--- config.mk ---
export PLATFORM = sky130hd
export DESIGN_NAME = ucq_multi_flat
export DESIGN_NICKNAME = d
export VERILOG_FILES = /design/src/rtl/ucq_pkg.sv /design/src/rtl/ucq_multi_if.sv /design/src/rtl/ucq_lit_match.sv /design/src/rtl/ucq_multi.sv /design/src/flat_wrapper.sv
export SDC_FILE = /design/constraint.sdc
export NUM_CORES = 1
export LEC_CHECK = 0
export CAP_MARGIN = 10
export CORE_MARGIN = 2
export CORE_UTILIZATION = 35
export DETAILED_ROUTE_END_ITERATION = 7
export RECOVER_POWER = 50
export SETUP_SLACK_MARGIN = 0.2
export SYNTH_ARGS = -nofsm -noshare
export SYNTH_HDL_FRONTEND = slang
export SYNTH_SLANG_ARGS = --single-unit
--- constraint.sdc ---
create_clock -name clk -period 12.4 [get_ports clk]
set_clock_uncertainty 0.05 [all_clocks]
set_input_delay 3.72 -clock clk [delete_from_list [all_inputs] [get_ports clk]]
set_output_delay 3.72 -clock clk [all_outputs]
set_load 0.02 [all_outputs]
--- src/rtl/ucq_pkg.sv ---
// Shared literal type and helpers for the multi-port unit clause queue.
// A literal is a two's-complement signed value; zero means "no literal".
package ucq_pkg;

  localparam int unsigned LIT_W = 10;

  typedef logic signed [LIT_W-1:0] lit_t;

  function automatic lit_t lit_neg(input lit_t l);
    return -l;
  endfunction

endpackage

--- src/rtl/ucq_multi_if.sv ---
// Producer/consumer handshake bundle for ucq_multi.
// The master side drives literals and out_ready. The slave side is the queue.
interface ucq_multi_if #(
  parameter int unsigned NUM_PUSH = 2,
  parameter int unsigned LIT_W    = ucq_pkg::LIT_W
);

  logic [NUM_PUSH-1:0]            in_valid;
  logic [NUM_PUSH-1:0][LIT_W-1:0] in_lit;
  logic                           in_ready;
  logic                           out_valid;
  logic [LIT_W-1:0]               out_lit;
  logic                           out_ready;

  modport master (
    output in_valid, in_lit, out_ready,
    input  in_ready, out_valid, out_lit
  );

  modport slave (
    input  in_valid, in_lit, out_ready,
    output in_ready, out_valid, out_lit
  );

endinterface

--- src/rtl/ucq_lit_match.sv ---
// Compares one candidate literal against every valid queue entry.
// It reports an exact match (duplicate) and a complementary match (conflict).
module ucq_lit_match
  import ucq_pkg::*;
#(
  parameter int unsigned DEPTH = 8
) (
  input  lit_t             cand,
  input  lit_t [DEPTH-1:0] entries,
  input  logic [DEPTH-1:0] entry_valid,
  output logic             dup_hit,
  output logic             neg_hit
);

  lit_t cand_neg;

  assign cand_neg = lit_neg(cand);

  always_comb begin
    dup_hit = 1'b0;
    neg_hit = 1'b0;
    for (int unsigned j = 0; j < DEPTH; j++) begin
      if (entry_valid[j] && (entries[j] == cand))
        dup_hit = 1'b1;
      if (entry_valid[j] && (entries[j] == cand_neg))
        neg_hit = 1'b1;
    end
  end

endmodule

--- src/rtl/ucq_multi.sv ---
// Multi-port unit clause queue. It accepts up to NUM_PUSH literals per cycle.
// It drops duplicates, flags complementary pairs, and presents one literal per cycle.
module ucq_multi
  import ucq_pkg::*;
#(
  parameter int unsigned LIT_W    = ucq_pkg::LIT_W,
  parameter int unsigned DEPTH    = 8,
  parameter int unsigned NUM_PUSH = 2
) (
  input  logic                   clk,
  input  logic                   rst,
  input  logic                   flush,
  input  logic                   clr_status,
  ucq_multi_if.slave             bus,
  output logic [$clog2(DEPTH):0] count,
  output logic                   conflict,
  output logic [LIT_W-1:0]       conflict_lit,
  output logic                   overflow
);

  localparam int unsigned AW = $clog2(DEPTH);

  typedef logic [AW:0] ptr_t;

  ptr_t             head_q, tail_q;
  lit_t [DEPTH-1:0] mem_q;
  logic [DEPTH-1:0] entry_valid;

  logic             conflict_q, conflict_n;
  lit_t             conflict_lit_q, conflict_lit_n;
  logic             overflow_q, overflow_n;

  lit_t [NUM_PUSH-1:0]          cand;
  logic [NUM_PUSH-1:0]          dup_hit, neg_hit;
  logic [NUM_PUSH-1:0]          acc;
  logic [NUM_PUSH-1:0][AW-1:0]  wr_idx;
  ptr_t                         acc_cnt;
  logic                         intra_dup, intra_neg;
  logic                         new_conf;
  lit_t                         new_conf_lit;
  logic                         overflow_set;
  logic                         pop;

  assign count         = tail_q - head_q;
  assign bus.in_ready  = (DEPTH - 32'(count)) >= NUM_PUSH;
  assign bus.out_valid = (head_q != tail_q);
  assign bus.out_lit   = bus.out_valid ? mem_q[head_q[AW-1:0]] : '0;
  assign pop           = bus.out_valid && bus.out_ready;

  assign conflict      = conflict_q;
  assign conflict_lit  = conflict_lit_q;
  assign overflow      = overflow_q;

  // An entry is live when its distance from head is below the occupancy.
  // The head stays live during its own pop, so that a re-push of it is still caught as a duplicate.
  always_comb begin
    entry_valid = '0;
    for (int unsigned j = 0; j < DEPTH; j++) begin
      entry_valid[j] = ptr_t'(AW'(j) - head_q[AW-1:0]) < count;
    end
  end

  genvar gi;
  generate
    for (gi = 0; gi < NUM_PUSH; gi++) begin : g_match
      assign cand[gi] = lit_t'(bus.in_lit[gi]);
      ucq_lit_match #(
        .DEPTH (DEPTH)
      ) u_match (
        .cand        (cand[gi]),
        .entries     (mem_q),
        .entry_valid (entry_valid),
        .dup_hit     (dup_hit[gi]),
        .neg_hit     (neg_hit[gi])
      );
    end
  endgenerate

  // Ports are resolved in ascending order.
  // Each candidate is also checked against the ports already accepted in this cycle.
  always_comb begin
    acc          = '0;
    wr_idx       = '0;
    acc_cnt      = '0;
    intra_dup    = 1'b0;
    intra_neg    = 1'b0;
    new_conf     = 1'b0;
    new_conf_lit = '0;
    overflow_set = 1'b0;
    if (!bus.in_ready) begin
      overflow_set = |bus.in_valid;
    end else begin
      for (int unsigned i = 0; i < NUM_PUSH; i++) begin
        if (bus.in_valid[i] && (cand[i] != '0)) begin
          intra_dup = 1'b0;
          intra_neg = 1'b0;
          for (int unsigned k = 0; k < i; k++) begin
            if (acc[k] && (cand[k] == cand[i]))
              intra_dup = 1'b1;
            if (acc[k] && (cand[k] == lit_neg(cand[i])))
              intra_neg = 1'b1;
          end
          if (neg_hit[i] || intra_neg) begin
            if (!new_conf)
              new_conf_lit = cand[i];
            new_conf = 1'b1;
          end
          if (!(dup_hit[i] || intra_dup)) begin
            acc[i]    = 1'b1;
            wr_idx[i] = AW'(tail_q + acc_cnt);
            acc_cnt   = acc_cnt + 1'b1;
          end
        end
      end
    end
  end

  // Clearing comes first, so a conflict or overflow raised in the same cycle still sets the flag.
  always_comb begin
    conflict_n     = conflict_q;
    conflict_lit_n = conflict_lit_q;
    overflow_n     = overflow_q;
    if (clr_status) begin
      conflict_n     = 1'b0;
      conflict_lit_n = '0;
      overflow_n     = 1'b0;
    end
    if (!flush && new_conf) begin
      if (!conflict_q || clr_status)
        conflict_lit_n = new_conf_lit;
      conflict_n = 1'b1;
    end
    if (!flush && overflow_set)
      overflow_n = 1'b1;
  end

  always_ff @(posedge clk) begin
    if (rst || flush) begin
      head_q <= '0;
      tail_q <= '0;
    end else begin
      tail_q <= tail_q + acc_cnt;
      if (pop)
        head_q <= head_q + 1'b1;
    end
  end

  always_ff @(posedge clk) begin
    if (!rst && !flush) begin
      for (int unsigned i = 0; i < NUM_PUSH; i++) begin
        if (acc[i])
          mem_q[wr_idx[i]] <= cand[i];
      end
    end
  end

  always_ff @(posedge clk) begin
    if (rst) begin
      conflict_q     <= 1'b0;
      conflict_lit_q <= '0;
      overflow_q     <= 1'b0;
    end else begin
      conflict_q     <= conflict_n;
      conflict_lit_q <= conflict_lit_n;
      overflow_q     <= overflow_n;
    end
  end

endmodule

--- src/flat_wrapper.sv ---
// flat-port wrapper written by rule: the top's interface ports become plain ports
module ucq_multi_flat import ucq_pkg::*;
#(
  parameter int unsigned LIT_W    = ucq_pkg::LIT_W,
  parameter int unsigned DEPTH    = 8,
  parameter int unsigned NUM_PUSH = 2
)
  (clk, rst, flush, clr_status, count, conflict, conflict_lit, overflow, bus_in_valid, bus_in_lit, bus_out_ready, bus_in_ready, bus_out_valid, bus_out_lit);
  ucq_multi_if #(.NUM_PUSH(NUM_PUSH), .LIT_W(LIT_W)) bus_i ();
  input  logic clk;
  input  logic rst;
  input  logic flush;
  input  logic clr_status;
  output logic [$clog2(DEPTH):0] count;
  output logic conflict;
  output logic [LIT_W-1:0] conflict_lit;
  output logic overflow;
  input wire logic [$bits(bus_i.in_valid)-1:0] bus_in_valid;
  input wire logic [$bits(bus_i.in_lit)-1:0] bus_in_lit;
  input wire logic [$bits(bus_i.out_ready)-1:0] bus_out_ready;
  output wire logic [$bits(bus_i.in_ready)-1:0] bus_in_ready;
  output wire logic [$bits(bus_i.out_valid)-1:0] bus_out_valid;
  output wire logic [$bits(bus_i.out_lit)-1:0] bus_out_lit;
  assign bus_i.in_valid = bus_in_valid;
  assign bus_i.in_lit = bus_in_lit;
  assign bus_i.out_ready = bus_out_ready;
  assign bus_in_ready = bus_i.in_ready;
  assign bus_out_valid = bus_i.out_valid;
  assign bus_out_lit = bus_i.out_lit;
  ucq_multi #(.LIT_W(LIT_W), .DEPTH(DEPTH), .NUM_PUSH(NUM_PUSH)) u_core (.clk(clk), .rst(rst), .flush(flush), .clr_status(clr_status), .bus(bus_i), .count(count), .conflict(conflict), .conflict_lit(conflict_lit), .overflow(overflow));
endmodule
==> results of run 1 <==
==> per-layer routing <==
| metal | up-vias | part of all wire, % |
|---|---|---|
| met1 | 5262 | 42 |
| met3 | 116 | 8.8 |
| li1 | 4568 | - |
| met4 | 0 | 4.8 |
| met2 | 553 | 44 |
| met5 | - | 0 |
==> cells by family after synthesis <==
group	count (synthesis)
and+or+nand+nor	335
xor gates and xnor gates	304
DFF	100
adders and majority gates	33
AOI/OAI and AO/OA	151
buffers and inverters	180
muxes	184
==> final cells by class <==
cell class              count  area, um^2  share of cell area (%)
inverters                  46         174                    1.31
flip-flops and latches    100        2800                    21.1
repair buffers             90         796                    5.99
clock inverters             3        23.8                   0.179
multi-input cells        1007        8680                    65.3
clock buffers              13         240                    1.81
well taps                 455         569                    4.29
==> cells in the final DEF, fill, tap and decap left out, types with 32 or more instances in the layout <==
| cell | count |
|---|---|
| nor2_1 | 55 |
| a21oi_1 | 33 |
| edfxtp_1 | 80 |
| clkdlybuf4s50_1 | 38 |
| mux2_2 | 48 |
| xor2_1 | 108 |
| nand3_1 | 32 |
| inv_1 | 39 |
| buf_4 | 32 |
| xnor2_1 | 165 |
| nand4_1 | 37 |
| mux2i_1 | 116 |
| nand2_1 | 59 |
==> worst paths after layout <==
path	cells after the start	to	start	slack, ps
min reg2reg	1	u_core.conflict_lit[9]	u_core.conflict_lit[9]	420
max	15	u_core.mem_q[4]	bus_in_lit[0]	3060
min	1	u_core.conflict_lit[9]	u_core.conflict_lit[9]	420
max reg2reg	16	u_core.mem_q[4]	u_core.head_q[0]	4710
==> power by group through the flow <==
stage	sequential, W	combinational (W)	clock [W]
floorplan	0.000404	0.000322	0
global placement	0.000442	0.000435	0
detailed placement	0.000442	0.000440	0
CTS	0.000434	0.000442	0.000284
global route	0.000439	0.000475	0.000295
finish	0.000439	0.000444	0.000279
==> sequential cells by signal, summed over array words and instances, names as in the netlist <==
signal               flops
u_core.tail_q            4
u_core.mem_q            80
u_core.overflow          1
u_core.head_q            4
u_core.conflict_lit     10
u_core.conflict          1
==> worst max-delay path: stages <==
cell           delay (ps)
dlygate4sd3_1         530
clkbuf_1             1150
inv_1                 170
ha_1                  420
or4b_1                330
o31a_1                220
o21ai_0               100
a211o_1               370
nor4_1                300
ha_1                  260
xnor2_1               220
nand2_1               130
nor2_2                110
clkbuf_1              920
mux2_2                430
==> metrics by stage <==
step	cell area, um^2	util (%)	total power (W)	setup WS (ps)	cells
2_1_floorplan	12200	-	0.000726	4610	1287
4_1_cts	13300	38.6	0.00116	3760	1713
3_3_place_gp	13000	37.8	0.000877	3420	1697
5_1_grt	13300	38.6	0.00121	2910	1714
3_5_place_dp	13000	37.8	0.000881	3370	1697
6_report	13300	38.6	0.00116	3060	1714
==> results list, run 1 <==
- Critical path fanouts, max: 20
- The die is 191 um tall.
- CTS placed an instance of clkbuf_16 at the clock tree root.
- The floorplan step set the die width to 191 um.
* VDD IR-drop max: 0.0000689 V
- XOR/XNOR Fraction of Synth Area: 25.3%
- In the post-synthesis netlist, the biggest area contributors are edfxtp_1, xnor2_1, mux2i_1.
- The clock drives 100 sinks.
* Clock transition at path regs: 80 ps
* Die area: 36300 um^2
- Dividing total power by cell area gives a power density of 87.5 nW/um^2.
- Of the total power, the clock network draws 24.0%.
* Detail Route Antenna Nets: 0
- Leading register cell type out of synthesis: edfxtp_1
* Largest area contributor in the netlist: edfxtp_1
- Synthesized-area fraction occupied by ao, oa, aoi and oai cells: 9.28%
* Met2 GRT Util: between 40 and 50%
* Worst hold margin: around 420 ps
- Combinational family with the most area after synthesis: XOR/XNOR gates
- EDFF count, synth: 80
* Total negative setup slack: 0 ps
- Post-CTS repair changed the size of 0 cells.
- The global routing stage identified its most utilized layer as met2.
- Final setup violation count: 0
- For this run, global-route usage on met3 was measured as between 4 and 5%.
* Hold violation count in the final report: 0
* Simple logic cell fraction of the synthesized area: between 15 and 20%
* Worst Setup End Kind: flop
- List of most frequent post-synthesis cells: xnor2_1, mux2i_1, xor2_1
* Failing checks: max-capacitance violations, max-slew violations
- For this run, the top clock speed supported by timing is 107 MHz.
* Dominant cell by count in the synthesized netlist: xnor2_1
* Switching Fraction: slightly below 40%
* Pin count of the biggest net entering global routing: 74
- Compared with the post-synthesis result, the final layout area differs by 8.95%.
- Violation count after the first detailed-routing iteration: 1202
- Clk_lat worst skew: 380 ps
- For this design the total switching power over the nets is 0.000447 W.
* Post-Syn Nets: 1345
* Mean instance size in the synthesized netlist: 9.47 um^2
- For this design the static power due to leakage is 5.10 nW.
- The count of final max-slew check failures was 120.
* Transition time of the tightest slew-check pin: ~4500 ps
* Worst min-delay path category: flop to flop
* Deepest clock path buffer count: 2
* Met1 usage in global routing: 38.8%
- For this run, the number of Yosys warnings is 0.
- For the worst setup path, the data arrival time is about 9400 ps.
- The number of global-route vias before repair came to 10144.
- In this run, the combinational gates consume about two fifths of the power.
- The filler cells instantiated in the layout total approximately 3500.
* Detailed-routing iteration count for the pre-antenna-repair pass: 7
* Count of unique library cells instantiated by Yosys: 92
* Endpoint required time on the critical path: 12480 ps
- In this run the cell area of the synthesized design comes to 12200 um^2.
- The worst setup path is of the input pin to flop kind.
- Proportion of register bits with asynchronous set or reset after synthesis: 0%
- After the last flow step, the layout net total stands at 1312.
- Detailed-placement wirelength estimate: around 36 mm
* Final Routed Wirelength: 50.9 mm
- Vias per Instance: between 6 and 7
* RSZ-0062 raised after global routing: false
- Layout cell share with drive strength beyond 1: 11.4%
* Routed vias: about 10000
- TritonCTS built the clock tree.
- The tool flagged a number of max-cap violations equal to 3.
- Across every metal layer, demand over resource in global routing totals roughly 28%.
* CTS H-Tree Depth: 3
- The floorplan has 68 rows.
* Initial antenna violation count: 0
* GRT Residual Overflow: 0
- Per report_power, the sequential group accounts for a little under two fifths of the total.
- Dividing the final minimum period by the clock period gives 75.3%.
* Initial cell density of the core: 35.4%
- Measured against the total synthesized area, the mux share comes to 17.7%.
- Of the total synthesized cell area, the portion taken by full adders, half adders and majority gates is 3.54%.
- Cts bufs inserted: 9
- Proportion of synthesized chip area in sequential cells: 23.0%
* Synth top area share: between 10% and 20%
- Total of hold buffers inserted after clock tree synthesis: 0
- Wirelength per Cell: 29.7 um
- Standard cell core area: 34500 um^2
- Category of the worst setup path launch point: input pin
- In this run the post-CTS setup repair buffer count came out at 0.
- The flow ran to the end, but the final reports show violations.
* Power Internal: 0.000715 W
* I/O pins: 55
- In the routed design, unresolved DRC markers number 0.
* Number of standard cells after synthesis: 1287
- Synthesis inferred 100 register bits.
- The clock period could shrink to 9340 ps.
- Count of input and output buffers: between 50 and 60
- Wire length of the first global-routing pass: 73.0 mm
* Final estimated routing congestion in global placement: 0.956
- Total inserted antenna cells: 0
- Headroom to the max-slew limit came out at -199%.
Note: power is estimated with default switching activity, not from simulation.
==> run 2, diff against run 1 <==
clock period = 8.3 ns   (was 12.4 ns; I/O delays follow)
==> results list, run 2 (same netlist as run 1, synthesis figures left out) <==
* Critical path fanouts, max: 18 (-10%)
- Overall global routing resource usage: 27.1% (-1.2 points)
- Total negative setup slack: 0 ps (unchanged)
- In this run the worst hold path is classified as flop to flop.
- Root cell of the clock tree: clkbuf_16
- The cell depth of the worst setup path is 9 (-6).
* DP Area: 13100 um^2 (+0.67%)
- Areal power density over the cells: 135 nW/um^2 (+54%)
- The total congestion overflow is 0 (unchanged).
- Count of filler cells inserted in the layout: 3436 (-1.0%)
- The depth of the worst register-to-register path is 14 (-2).
* Violation count after the first detailed-routing iteration: 1390 (+16%)
* PostCTS Resize Cnt: 0 (unchanged)
* Transition time of the tightest slew-check pin: 2110 ps (-2370 ps)
- Worst stage delay on the critical path: 910 ps (-240 ps)
* Wire length of the first global-routing pass: 70.9 mm (-2.9%)
- Detail Route Antenna Nets: 0 (unchanged)
- CP arrival: 4720 ps (-4700 ps)
- Final instance area: 13400 um^2 (+0.99%)
* Number of global-route vias before repair: 10214 (+0.69%)
- The buffering stage count on the worst path with inverters included is 2 (-2).
* Detailed-placement wirelength estimate: 36.6 mm (+0.56%)
- STA classifies the critical path endpoint as an output port.
- The number of rows in the core area is 68 (unchanged).
* Final setup violation count: 0 (unchanged)
- Commonest cells after routing, fill and taps aside: xnor2_1, mux2i_1, xor2_1
- Category of the worst setup path launch point: flop
- Total of hold buffers inserted after clock tree synthesis: 0 (unchanged)
- Clock tree from TritonCTS: yes
* Slew Limit Fails: 43 (-64%)
- The clock latency reported for the late side of the worst-skew pair was 370 ps (about the same).
* Run status: complete, but fails checks
* Layout cell share with drive strength beyond 1: 12.3% (+0.94 points)
- The reported max-cap violation count came to 1 (-2).
* Initial cell density of the core: 35.4% (unchanged)
- The sink count of the clock tree is 100 (unchanged).
* Clock transition at path regs: 80 ps (about the same)
- Detailed-routing iteration count for the pre-antenna-repair pass: 5 (-2)
- Worst setup path category: flop to output port
- Hold violation count in the final report: 0 (unchanged)
- Maximum clock frequency: 138 MHz
* Final Routed Wirelength: 49.2 mm (-3.2%)
- The floorplan die width is 191 um (unchanged).
- Cts bufs inserted: 9 (unchanged)
- Vias per Instance: 6.19 (+1.1%)
- The number of antenna repair diodes is 0 (unchanged).
- Most frequent standard cell in the layout excluding fill and tap cells: xnor2_1
- In this design, the largest share of critical-path delay is due to buffers and inverters.
* Leak pwr: 5.19 nW (+1.7%)
* Wirelength per Cell: 28.6 um (-3.7%)
- Final estimated routing congestion in global placement: 1.01 (+6.1%)
- The worst-case hold slack came to 416 ps (-5.85 ps).
* Standard cell core area: 34500 um^2 (unchanged)
- The area growth from synthesis to layout is 10.0%.
- The checks that failed: max-capacitance violations, max-slew violations.
- The tightest slew margin relative to the limit was -41.4% (+160 points).
* Flip-flop count of the largest register after layout: 80 (unchanged)
- Initial antenna violation count: 1 (+1)
- The final routed DRC violation total is 0 (unchanged).
- CTS H-Tree Depth: 3 (unchanged)
* Net total in the final layout: 1321 (+0.69%)
- VDD IR-drop max: 0.0000869 V (+26%)
- Minimum clock period: 7260 ps
* Die area: 36300 um^2 (unchanged)
* Count of input and output buffers: 54 (unchanged)
* Endpoint required time on the critical path: 5760 ps (-6720 ps)
* Power after layout: 0.00181 W (+56%)
- The die boundary height is 191 um (unchanged).
- The overall via count from detail_route is 10665 (+1.6%).
* Cell-by-cell trace of the critical path: inv_1, ha_1, xnor2_1, nand3_1, o21ai_0, nand2_1, o31ai_1, nand3b_1, clkdlybuf4s50_1
* I/O pins: 55 (unchanged)
- Standard cell with the maximum stage delay on the critical path: dfxtp_1
- Deepest clock path buffer count: 2 (unchanged)
* Pin count of the biggest net entering global routing: 43 (-42%)
- The buffer count from post-CTS setup fixing came to 0 (unchanged).
- The hold path depth came to 1 (unchanged).
* RSZ-0062 raised after global routing: false
* Final worst-path cycle share: 87.5%
-- run 2: changes by cell type in the layout (fill, tap and decap cells not counted), moves of 2 or more --
| cell | previous run | this run |
|---|---|---|
| buf_4 | 32 | 42 |
| clkbuf_1 | 8 | 1 |
| bufinv_16 | 0 | 2 |
| clkdlybuf4s50_1 | 38 | 40 |
| dlygate4sd3_1 | 16 | 14 |
| nor3_1 | 29 | 31 |
-- run 2: path summary, 6_finish.rpt --
path                           from                     end  slack [ps]
max reg2reg        u_core.head_q[2]        u_core.mem_q[72]        1160
max                u_core.head_q[2]            bus_in_ready        1040
min reg2reg  u_core.conflict_lit[4]  u_core.conflict_lit[4]         420
min          u_core.conflict_lit[4]  u_core.conflict_lit[4]         420
-- run 2: area by class of cell --
| type | instances | area (um^2) | share of cell area [%] |
|---|---|---|---|
| multi-input combinational | 1007 | 8660 | 64.6 |
| tap | 455 | 569 | 4.24 |
| sequential | 100 | 2800 | 20.9 |
| timing repair buffer | 99 | 885 | 6.59 |
| clock buffer | 9 | 225 | 1.68 |
| clock inverter | 7 | 97.6 | 0.727 |
| inverter | 46 | 174 | 1.30 |
-- run 2: routing by layer --
metal | share of wire, % | up-vias | GRT usage [%]
met3 | 11 | 144 | 5.28
li1 | - | 4595 | -
met4 | 5.1 | 0 | 12.1
met1 | 41 | 5217 | 37.6
met2 | 43 | 709 | 40.8
met5 | 0 | - | 0
-- run 2: stage by stage --
| stage | util, % | worst slack (ps) | instances |
|---|---|---|---|
| floorplan | - | 1740 | 1287 |
| global placement | 38.1 | 991 | 1707 |
| detailed placement | 38.1 | 924 | 1707 |
| CTS | 39.0 | 1060 | 1723 |
| global route | 38.9 | 702 | 1723 |
| finish | 38.9 | 1040 | 1723 |
-- run 2: power by group --
group | internal, W | leakage [nW] | switching, W
registers | 0.000577 | 0.912 | 0.0000781
logic | 0.000289 | 4.12 | 0.000377
clock network | 0.000267 | 0.154 | 0.000221
total | 0.00113 | 5.19 | 0.000676
-- run 2: worst register-to-register path: cells and delay by family, from the launching register on --
kind / cells / cell delay [ps]
buffers and inverters: 2 / 1410
AO/OA/AOI/OAI: 3 / 1360
AND/OR/NAND/NOR: 4 / 1250
flip-flops: 1 / 910
adder cells (fa/ha/maj): 2 / 800
XOR/XNOR: 2 / 700
multiplexers: 1 / 430
==> run 3, diff against run 2 <==
PLACE_DENSITY = 0.54   (was not set)
==> results list, run 3 (same netlist as run 1, synthesis figures left out) <==
* Run status: complete, but fails checks
- Failing checks: max-capacitance violations, max-slew violations
* Syn-to-layout area delta: 9.70%
- The number of rows in the core area came to 68 (unchanged).
- The number of global-route vias before repair was 10161 (-0.52%).
- Final worst-path cycle share: 85.8% (-1.6 points)
- The highest clock rate came to 140 MHz (+1.9%).
- Areal power density over the cells: 130 nW/um^2 (-3.4%)
- The fill cell instance count of the final layout was 3474 (+1.1%).
- I/O pins: 55 (unchanged)
- The slew at the pin with the worst max-slew slack was 1990 ps (-115 ps).
- Start point of the critical path: bus_in_lit[3]
- Wirelength per Cell: 28.6 um (about the same)
- In this run the critical register-to-register path is launched from u_core.head_q[0].
- The worst setup path is launched from an input pin.
- Setup repair after global routing left no endpoint under its margin.
- CTS H-Tree Depth: 3 (unchanged)
- In the layout the commonest cells are xnor2_1, mux2i_1, xor2_1.
- The global-route wire length before repair is 70.9 mm (about the same).
- The buffer count from post-CTS setup fixing was 0 (unchanged).
* Die height: 191 um (unchanged)
- The worst setup path is of the input pin to flop kind.
* Flip-flop count of the largest register after layout: 80 (unchanged)
* Endpoint of the most critical setup path: u_core.mem_q[0]
* Die area: 36300 um^2 (unchanged)
- The number of iterations in the first detailed-routing pass was 5 (unchanged).
- The HPWL reported at the end of detailed placement is 36.7 mm (+0.21%).
- Endpoint required time on the critical path: 8450 ps (+2690 ps)
* PostCTS Resize Cnt: 0 (unchanged)
- Total of hold buffers inserted after clock tree synthesis: 0 (unchanged)
- Clock tree from TritonCTS: yes
- Critical path fanouts, max: 17 (-1)
* Minimum setup slack in the final design: 1180 ps (+136 ps)
- The worst register-to-register path ends at u_core.mem_q[0].
- Minimum clock period: 7120 ps (-136 ps)
- Most frequent standard cell in the layout excluding fill and tap cells: xnor2_1
- Initial antenna violation count: 0 (-1)
- The tightest slew margin relative to the limit is -33.7% (+7.7 points).
- Standard cell core area: 34500 um^2 (unchanged)
- Overall global routing resource usage: 27.2% (+0.067 points)
- Total negative setup slack: 0 ps (unchanged)
- Pre-CTS worst setup slack: 871 ps (-53.0 ps)
- The worst reg-to-reg setup slack is 1320 ps (+160 ps).
- The sink count of the clock tree came to 100 (unchanged).
- The number of antenna repair diodes was 0 (unchanged).
- Cts bufs inserted: 9 (unchanged)
- Clk_lat worst skew: 370 ps (about the same)
- Register-to-Register Path Depth: 16 (+2)
* Initial cell density of the core: 35.4% (unchanged)
* Count of input and output buffers: 54 (unchanged)
- The total detailed-routing wirelength is 49.3 mm (about the same).
* Root cell of the clock tree: clkbuf_16
- The worst setup path is captured at a flop.
- The overall via count from detail_route was 10639 (-0.24%).
- The leakage component of the power came to 5.19 nW (about the same).
- The arrival time reported for the critical path endpoint came to 7270 ps (+2550 ps).
- Maximum Capacitance Violations: 2 (+1)
* Hold violation count in the final report: 0 (unchanged)
* GRT Residual Overflow: 0 (unchanged)
- Die X: 191 um (unchanged)
- Pin count of the biggest net entering global routing: 43 (unchanged)
- The final routed DRC violation total was 0 (unchanged).
* Violation count after the first detailed-routing iteration: 1286 (-7.5%)
* Worst min-delay path category: flop to flop
* VDD IR-drop max: 0.0000871 V (+0.22%)
- The proportion of layout cells with a drive suffix above 1 came to 12.3% (about the same).
* Slew Limit Fails: 67 (+56%)
- The number of buffers between clock root and the deepest sink was 2 (unchanged).
- The number of nets at the end of the flow was 1320 (-0.076%).
- Final estimated routing congestion in global placement: 1.00 (-1.2%)
* Detail Route Antenna Nets: 0 (unchanged)
- Clock transition at path regs: 80 ps (about the same)
- The number of endpoints failing setup at the final stage came to 0 (unchanged).
* Vias per Instance: 6.18 (-0.19%)
## run 3: how the worst min path moves through the flow
stage | startpoint | end | slack [ps] | cells past startpoint
final | u_core.conflict_lit[9] | u_core.conflict_lit[9] | 420 | 1
after global routing | u_core.conflict_lit[9] | u_core.conflict_lit[9] | 440 | 1
after CTS | u_core.conflict_lit[9] | u_core.conflict_lit[9] | 420 | 1
after detailed placement | u_core.conflict_lit[9] | u_core.conflict_lit[9] | 400 | 1
after global placement | u_core.conflict_lit[9] | u_core.conflict_lit[9] | 400 | 1
after floorplan | u_core.tail_q[3] | u_core.tail_q[3] | 490 | 2
## run 3: layer usage
metal / track usage (%) / routed length (um) / vias up
met5: 0 / 0 / -
met4: 10.5 / 2140 / 0
met3: 3.94 / 4320 / 138
met2: 42.9 / 22000 / 585
met1: 37.4 / 20800 / 5319
li1: - / - / 4597
## run 3: layout make-up
| cell class | count | area, um^2 | share of cell area [%] |
|---|---|---|---|
| flip-flops and latches | 100 | 2800 | 21.0 |
| clock buffers | 11 | 233 | 1.74 |
| multi-input cells | 1007 | 8680 | 64.9 |
| well taps | 455 | 569 | 4.26 |
| inverters | 46 | 174 | 1.30 |
| repair buffers | 98 | 881 | 6.59 |
| clock inverters | 5 | 37.5 | 0.281 |
## run 3: worst max-delay path: stages
cell and delay [ps]:
clkdlybuf4s50_1 1020, xor2_1 210, or4_1 550, nor3_1 450
a41o_1 380, nor3_4 100, a211oi_1 480, nand3b_1 330
nor2_2 730, buf_4 280, mux2i_1 220
## run 3: report_power, final
group	switching, W	internal, W	total [W]
clock	0.000214	0.000206	0.000420
sequential	0.0000810	0.000577	0.000658
combinational	0.000377	0.000287	0.000663
## run 3: metrics by stage
stage | area (um^2) | util (%) | instances | power [W] | hold WS, ps
2_1_floorplan | 12200 | - | 1287 | 0.00108 | 487
4_1_cts | 13400 | 38.8 | 1722 | 0.00174 | 421
3_3_place_gp | 13100 | 38.0 | 1706 | 0.00131 | 399
6_report | 13400 | 38.8 | 1722 | 0.00174 | 423
5_1_grt | 13400 | 38.8 | 1722 | 0.00181 | 439
3_5_place_dp | 13100 | 38.0 | 1706 | 0.00132 | 402
